[src/rtl/uart_rx_deserializer.sv]
// uart_rx_deserializer: 8N1 UART receiver with a valid/ready byte output.
// The rx line passes through a SYNC_STAGES-flop synchroniser; every decision
// is taken on the synchronised copy. Each frame is sampled at mid-bit, and each
// received byte goes into a single holding register (data_o/valid_o).
// Optional feature macro: UART_RX_PARITY_EN adds an even-parity bit between
// the data bits and the stop bit, and adds a parity_err_o pulse output.
module uart_rx_deserializer #(
    parameter int CLKS_PER_BIT = 16,
    parameter int SYNC_STAGES  = 2
) (
    input  logic       clk,
    input  logic       rst,
    input  logic       rx_i,
    output logic [7:0] data_o,
    output logic       valid_o,
    input  logic       ready_i,
    output logic       frame_err_o,
    output logic       overrun_o,
`ifdef UART_RX_PARITY_EN
    output logic       parity_err_o,
`endif
    output logic       busy_o
);

    localparam int CNT_W = $clog2(CLKS_PER_BIT);
    localparam logic [CNT_W-1:0] HALF_LAST = CNT_W'(CLKS_PER_BIT / 2 - 1);
    localparam logic [CNT_W-1:0] BIT_LAST  = CNT_W'(CLKS_PER_BIT - 1);
    localparam logic [CNT_W-1:0] CNT_ONE   = CNT_W'(1);

    typedef enum logic [2:0] {
        S_IDLE,
        S_START,
        S_DATA,
`ifdef UART_RX_PARITY_EN
        S_PARITY,
`endif
        S_STOP,
        S_BREAK
    } state_t;

    logic [SYNC_STAGES-1:0] sync_q, sync_d;
    logic                   rx_s;
    state_t                 state_q, state_d;
    logic [CNT_W-1:0]       cnt_q, cnt_d;
    logic [2:0]             idx_q, idx_d;
    logic [7:0]             shift_q, shift_d;
    logic [7:0]             data_q, data_d;
    logic                   valid_q, valid_d;
    logic                   ferr_q, ferr_d;
    logic                   ovr_q, ovr_d;
    logic                   deliver;
`ifdef UART_RX_PARITY_EN
    logic                   par_q, par_d;
    logic                   perr_q, perr_d;
`endif

    // Shift the raw line into the synchroniser chain; the oldest stage is rx_s.
    always_comb begin
        sync_d = {sync_q[SYNC_STAGES-2:0], rx_i};
        rx_s   = sync_q[SYNC_STAGES-1];
    end

    // Frame sequencing, bit sampling and holding-register delivery.
    always_comb begin
        state_d = state_q;
        cnt_d   = cnt_q;
        idx_d   = idx_q;
        shift_d = shift_q;
        data_d  = data_q;
        valid_d = valid_q & ~ready_i;
        ferr_d  = 1'b0;
        ovr_d   = 1'b0;
        deliver = 1'b0;
`ifdef UART_RX_PARITY_EN
        par_d   = par_q;
        perr_d  = 1'b0;
`endif
        case (state_q)
            S_IDLE: begin
                cnt_d = '0;
                if (!rx_s) begin
                    state_d = S_START;
                end
            end
            S_START: begin
                cnt_d = cnt_q + CNT_ONE;
                if (cnt_q == HALF_LAST) begin
                    cnt_d   = '0;
                    idx_d   = 3'd0;
                    // A line that is high again at mid-start was only a glitch.
                    state_d = rx_s ? S_IDLE : S_DATA;
                end
            end
            S_DATA: begin
                cnt_d = cnt_q + CNT_ONE;
                if (cnt_q == BIT_LAST) begin
                    cnt_d   = '0;
                    shift_d = {rx_s, shift_q[7:1]};
                    idx_d   = idx_q + 3'd1;
                    if (idx_q == 3'd7) begin
`ifdef UART_RX_PARITY_EN
                        state_d = S_PARITY;
`else
                        state_d = S_STOP;
`endif
                    end
                end
            end
`ifdef UART_RX_PARITY_EN
            S_PARITY: begin
                cnt_d = cnt_q + CNT_ONE;
                if (cnt_q == BIT_LAST) begin
                    cnt_d   = '0;
                    par_d   = rx_s;
                    state_d = S_STOP;
                end
            end
`endif
            S_STOP: begin
                cnt_d = cnt_q + CNT_ONE;
                if (cnt_q == BIT_LAST) begin
                    cnt_d = '0;
                    if (rx_s) begin
                        // Leave at mid-stop so a back-to-back start edge is seen.
                        state_d = S_IDLE;
`ifdef UART_RX_PARITY_EN
                        if (^{shift_q, par_q}) begin
                            perr_d = 1'b1;
                        end else begin
                            deliver = 1'b1;
                        end
`else
                        deliver = 1'b1;
`endif
                    end else begin
                        ferr_d  = 1'b1;
                        state_d = S_BREAK;
                    end
                end
            end
            S_BREAK: begin
                // Hold off until the line recovers so a stuck-low line is not decoded.
                if (rx_s) begin
                    state_d = S_IDLE;
                end
            end
            default: begin
                state_d = S_IDLE;
            end
        endcase

        if (deliver) begin
            if (!valid_q || ready_i) begin
                data_d  = shift_q;
                valid_d = 1'b1;
            end else begin
                ovr_d = 1'b1;
            end
        end
    end

    // Control and output registers; reset aborts any frame in progress.
    always_ff @(posedge clk) begin
        if (rst) begin
            sync_q  <= '1;
            state_q <= S_IDLE;
            cnt_q   <= '0;
            idx_q   <= 3'd0;
            data_q  <= 8'h00;
            valid_q <= 1'b0;
            ferr_q  <= 1'b0;
            ovr_q   <= 1'b0;
`ifdef UART_RX_PARITY_EN
            perr_q  <= 1'b0;
`endif
        end else begin
            sync_q  <= sync_d;
            state_q <= state_d;
            cnt_q   <= cnt_d;
            idx_q   <= idx_d;
            data_q  <= data_d;
            valid_q <= valid_d;
            ferr_q  <= ferr_d;
            ovr_q   <= ovr_d;
`ifdef UART_RX_PARITY_EN
            perr_q  <= perr_d;
`endif
        end
    end

    // Sampled bits need no reset: they are only read after a full frame has refilled them.
    always_ff @(posedge clk) begin
        shift_q <= shift_d;
`ifdef UART_RX_PARITY_EN
        par_q   <= par_d;
`endif
    end

    assign data_o      = data_q;
    assign valid_o     = valid_q;
    assign frame_err_o = ferr_q;
    assign overrun_o   = ovr_q;
    assign busy_o      = (state_q != S_IDLE);
`ifdef UART_RX_PARITY_EN
    assign parity_err_o = perr_q;
`endif

endmodule

[config.mk]
export PLATFORM = sky130hd
export DESIGN_NAME = uart_rx_deserializer
export DESIGN_NICKNAME = d
export VERILOG_FILES = /design/src/rtl/uart_rx_deserializer.sv
export SDC_FILE = /design/constraint.sdc
export NUM_CORES = 1
export LEC_CHECK = 0
export BUFFER_PORTS_ARGS = -buffer_cell sky130_fd_sc_hd__clkbuf_2
export CAP_MARGIN = 20
export CORE_AREA = 2 2 71 46
export CTS_BUF_LIST = sky130_fd_sc_hd__clkbuf_8 sky130_fd_sc_hd__clkbuf_16
export DETAILED_ROUTE_END_ITERATION = 12
export DIE_AREA = 0 0 73 48
export MAX_ROUTING_LAYER = met4
export PLACE_DENSITY_LB_ADDON = 0.25
export SETUP_SLACK_MARGIN = 0.3
export SYNTH_ARGS = -nofsm -noshare
export SYNTH_HDL_FRONTEND = slang
export SYNTH_SLANG_ARGS = --single-unit
export TNS_END_PERCENT = 5
[constraint.sdc]
create_clock -name clk -period 5.1 [get_ports clk]
set_input_delay 1.02 -clock clk [delete_from_list [all_inputs] [get_ports clk]]
set_output_delay 1.02 -clock clk [all_outputs]
set_load 0.01 [all_outputs]
Word level (Yosys, flattened, before mapping)
Index checks and enable logic that the tools add are counted.
Word-level totals
  register bits after elaboration: 31
  latch bits: 0
  RAM bits: 0
  memory bits (read-only): 0
  logic and storage cells: 64
  memories: 0
Operators by class
  add/sub/neg operators: 2
  multiply operators: 0
  div/mod/pow operators: 0
  order comparisons: 0
  equality and inequality tests: 13
  shifts and indexed selects: 0
  mux-type cells: 22
  bitwise logic cells: 5
  reductions and logical operators: 13
Operators with widths (number)
  3-bit 2-to-1 mux: 9
  3-bit one-hot mux with 5 select lines: 1
  2-bit != test (second input constant): 6
  4-bit one-hot mux with 3 select lines: 1
  4-bit 2-to-1 mux: 2
  1-bit 2-to-1 mux: 7
  3-bit by 2-bit equality test with 1-bit output (second input constant): 2
  3-bit equality test (second input constant): 2
  3-bit one-hot mux with 2 select lines: 1
  6-bit AND reduction: 1
  3-bit nonzero test: 2
  4-bit by 1-bit adder with 4-bit output (second input constant): 1
  4-bit by 3-bit equality test with 1-bit output (second input constant): 1
  4-bit equality test (second input constant): 1
  1-bit inverter: 4
  2-bit AND reduction: 2
  2-bit OR reduction: 2
  3-bit by 1-bit adder with 3-bit output (second input constant): 1
  3-bit by 1-bit equality test with 1-bit output (second input constant): 1
  3-bit logical NOT: 1
  3-bit AND reduction: 1
  3-bit OR reduction: 1
  2-bit 2-to-1 mux: 1
  2-bit nonzero test: 1
  other kinds (3): 3

Longest topological paths before layout
  word-level depth: 5
  depth in mapped cells: 5

Worst setup path before layout
OpenSTA, ideal clock, no wires.
  path type: reg2out
  from: reg state_q[0]
  to: out busy_o
  data arrival time: 0.882 ns
  slack: 3.198 ns
  stages on the path, launching flop included: 3
  buffers on the path: 1
  cells stage by stage: dfxtp_1 > buf_2 > or3_1
Between the ends
  word-level cells in the longest chain between the ends: 1
RTL lines
  from (decl): RTL line 43  | state_t state_q, state_d;
  from (signal assigned): RTL line 178  | state_q <= state_d;
  3-bit nonzero test: RTL line 203  | assign busy_o = (state_q != S_IDLE);
  to (decl): RTL line 22  | output logic busy_o
Every way passes these cells.

Worst setup path in the final report
Ends and elaborated chain as after synthesis.

==> run_results.csv <==
group,metric,value,unit
sta,hold_violations,0,
finish,mostFrequentLayoutCell,"dfxtp_1",
clock_network,clk_pin_slew_worst_paths,0.06,ns
power,switching_power,0.0961,mW
sta,finalSetupViolCount,0,
worst_hold_path,hold_end,"sync_q[1]",
worst_hold_path,hold_path.class,"flip-flop to flip-flop",
finish,fin_nets,149,
clock_network,root_buffer,"clkbuf_8",
global_routing,antenna_found_initial,0,
global_routing,grt_pass1_vias,897,
worst_setup_path,crit_required,4.08,ns
global_routing,grt_usage,17.3,%
worst_setup_path,critPathCaptureType,"output port",
power,pwr-share-clk,39.7,%
floorplanning,die-area,3500,µm²
yosys,syn_area_per_cell,10.8,µm²
placed_design,dp.cells,168,
global_routing,grt_pass1_wl,4.11,mm
clock_network,clk-insertion-delay-late,0.28,ns
worst_setup_path,r2r_cells,4,
sta,finalMaxSlewViolations,0,
global_routing,grt_max_degree,33,
floorplanning,die_x,73,µm
placed_design,port-buffer-count,15,
finish,layout_common_cells,"dfxtp_1, nand2b_1, clkbuf_2, mux2i_1, edfxtp_1",
power,p_leak,0.562,nW
sta,period_share,44.7,%
yosys,ys_seq_area_share,51.8,%
clock_network,cts_tree,"yes",
clock_network,cts_hold_buf,0,
sta,slew_headroom,65.8,%
clock_network,post_cts_buffers,0,
floorplanning,coreArea,2800,µm²
finish,multi_input_area,618,µm²
placed_design,dpl.hpwl,1.74,mm
worst_hold_path,min_from,"sync_q[0]",
finish,layout-drive-gt1-share,21.0,%
worst_setup_path,crit_type,"flip-flop to output port",
detailed_routing,remaining_drc_errors,0,
yosys,synth_nets,132,
finish,stdcell_area,1540,µm²
run,cap_violations,0,
power,power-per-cell-area,291,nW/µm²
detailed_routing,avgViaCountPerCell,5.44,
worst_setup_path,crit_chain,"or3_1, clkbuf_2",
clock_network,h-tree-depth,2,
detailed_routing,ant_nets,0,
sta,tns,0,ns
sta,clock_skew,0.00394,ns
yosys,synthCells,125,
floorplanning,row_count,15,
sta,holdWs,0.420,ns
power,p_sw_share,21.5,%
power,seqPwrFrac,57.1,%
finish,fillers,242,
floorplanning,io_pins,16,
sta,rsz0062_at_grt,"no",
power,ir_drop,0.197,mV
yosys,syn-cell-area,1350,µm²
clock_network,cts-resized-gates,0,
outcome,status,"completed",
worst_setup_path,cp-start-kind,"flip-flop",
detailed_routing,wl_per_cell,14.3,µm
detailed_routing,vias,962,
power,finalPower,0.448,mW
yosys,ys_types,37,
detailed_routing,detail_route.wirelength,2.54,mm
worst_setup_path,r2r_end,"data_o[5]",
yosys,ys_ff_latch,31,
placed_design,placed_cell_area,1450,µm²
worst_setup_path,critPathMaxFanout,14,
worst_hold_path,min_path_cells,1,
sta,fmax,439,MHz
finish,n_antenna_cell,0,
detailed_routing,drtIter0Drc,80,
yosys,synth-warning-count,0,
clock_network,numCtsBuffers,5,
worst_setup_path,reg2reg_slack,3.14,ns
floorplanning,start_util,48.4,%
clock_network,cts_sinks,31,
worst_setup_path,slowest_stage,"dfxtp_1",
power,internal-power,0.351,mW
global_routing,grt_overflow,0,
worst_setup_path,crit_arrival,1.26,ns
sta,tightest_slew,0.507,ns
floorplanning,die_h,48,µm
power,pwr-share-comb,3.2,%
worst_setup_path,cpPeakStageDelay,0.44,ns
finish,synthToLayoutAreaGrowth,13.8,%
placed_design,place.gp.congestion,0.832,
finish,seqCellArea,701,µm²
detailed_routing,dr.pass1.iters,4,
worst_setup_path,reg2reg_from,"state_q[0]",
clock_network,clk_path_buf_depth,2,
finish,fin_cells,177,
sta,min_period,2.28,ns
[state kept, by name (all words and copies together) (netlist names)]
name and count:
cnt_q 4, data_o 8, frame_err_o 1, idx_q 3, overrun_o 1, shift_q 8, state_q 3, sync_q 2
valid_o 1
[final cells by class]
class | instances | share of cell area, %
clock inverters | 3 | 0.812
multi-input cells | 85 | 40.1
flip-flops and latches | 31 | 45.5
inverters | 2 | 0.487
clock buffers | 5 | 4.47
well taps | 34 | 2.76
repair buffers | 17 | 5.85
[worst max path at each step]
stage	slack, ns	startpoint	cells after the start	end
floorplan	3.20	state_q[0]	2	busy_o
global placement	2.63	ready_i	4	data_o[1]
detailed placement	2.55	ready_i	4	data_o[7]
CTS	2.81	state_q[0]	3	data_o[5]
global route	2.76	state_q[0]	2	busy_o
finish	2.82	state_q[0]	2	busy_o
[kinds of logic after synthesis]
family                   synth area share (%)
AND/OR/NAND/NOR                          24.0
flip-flops                               51.8
AO/OA/AOI/OAI                            9.61
multiplexers                             8.13
buffers and inverters                    3.05
adder cells (fa/ha/maj)                  2.77
XOR/XNOR                                0.647
[metrics by stage]
step           utilization [%]  setup WS, ns
2_1_floorplan                -          3.20
5_1_grt                   55.1          2.76
4_1_cts                   54.8          2.81
3_3_place_gp              51.9          2.63
3_5_place_dp              51.9          2.55
6_report                  55.1          2.82
[cell usage after synthesis]
library cell  instances  area [µm²]
dfxtp_1              23         460
nand2b_1             22         138
mux2i_1              11         110
edfxtp_1              8         240
nand2_1               7        26.3
nor2_1                4        15.0
o21ai_0               4        20.0
buf_2                 3        15.0
clkbuf_1              3        11.3
ha_1                  3        37.5
a21oi_1               2        10.0
inv_1                 2        7.51
nand3_1               2        10.0
nand3b_1              2        15.0
nand4b_1              2        17.5
nor3_1                2        10.0
nor4b_1               2        17.5
o21ba_2               2        20.0
or2_2                 2        12.5
or3_1                 2        12.5
a2111o_1              1        11.3
a211oi_1              1        7.51
a211oi_4              1        20.0
a21boi_0              1        7.51
a31oi_1               1        6.26
and2_1                1        6.26
and3_1                1        6.26
and4_1                1        8.76
buf_4                 1        7.51
nand4_1               1        6.26
nor2b_1               1        6.26
nor4_1                1        6.26
o2111ai_1             1        8.76
o2bb2ai_1             1        8.76
o311a_1               1        10.0
or3b_4                1        11.3
xnor2_1               1        8.76
[critical path: cells and delay by family, from the launching register on]
kind / cells / cell delay, ns
DFF: 1 / 0.44
buffers and inverters: 1 / 0.13
and+or+nand+nor: 1 / 0.41
[metal layers]
metal  wire [µm]  part of all wire [%]  vias up  GRT usage [%]
met5           0                     0        -              -
li1            -                     -      477              -
met1        1280                    50      455           22.3
met3         145                   5.7        5           6.11
met4          29                   1.1        0           8.89
met2        1090                    43       25           23.8
[power by group through the flow]
| stage | clock [mW] | combinational, mW | sequential, mW |
|---|---|---|---|
| after global routing | 0.193 | 0.0160 | 0.256 |
| after CTS | 0.181 | 0.0146 | 0.255 |
| after floorplan | 0 | 0.0123 | 0.259 |
| final | 0.178 | 0.0145 | 0.255 |
| after global placement | 0 | 0.0141 | 0.261 |
| after detailed placement | 0 | 0.0145 | 0.261 |
Note: power is estimated with default switching activity, not from simulation.
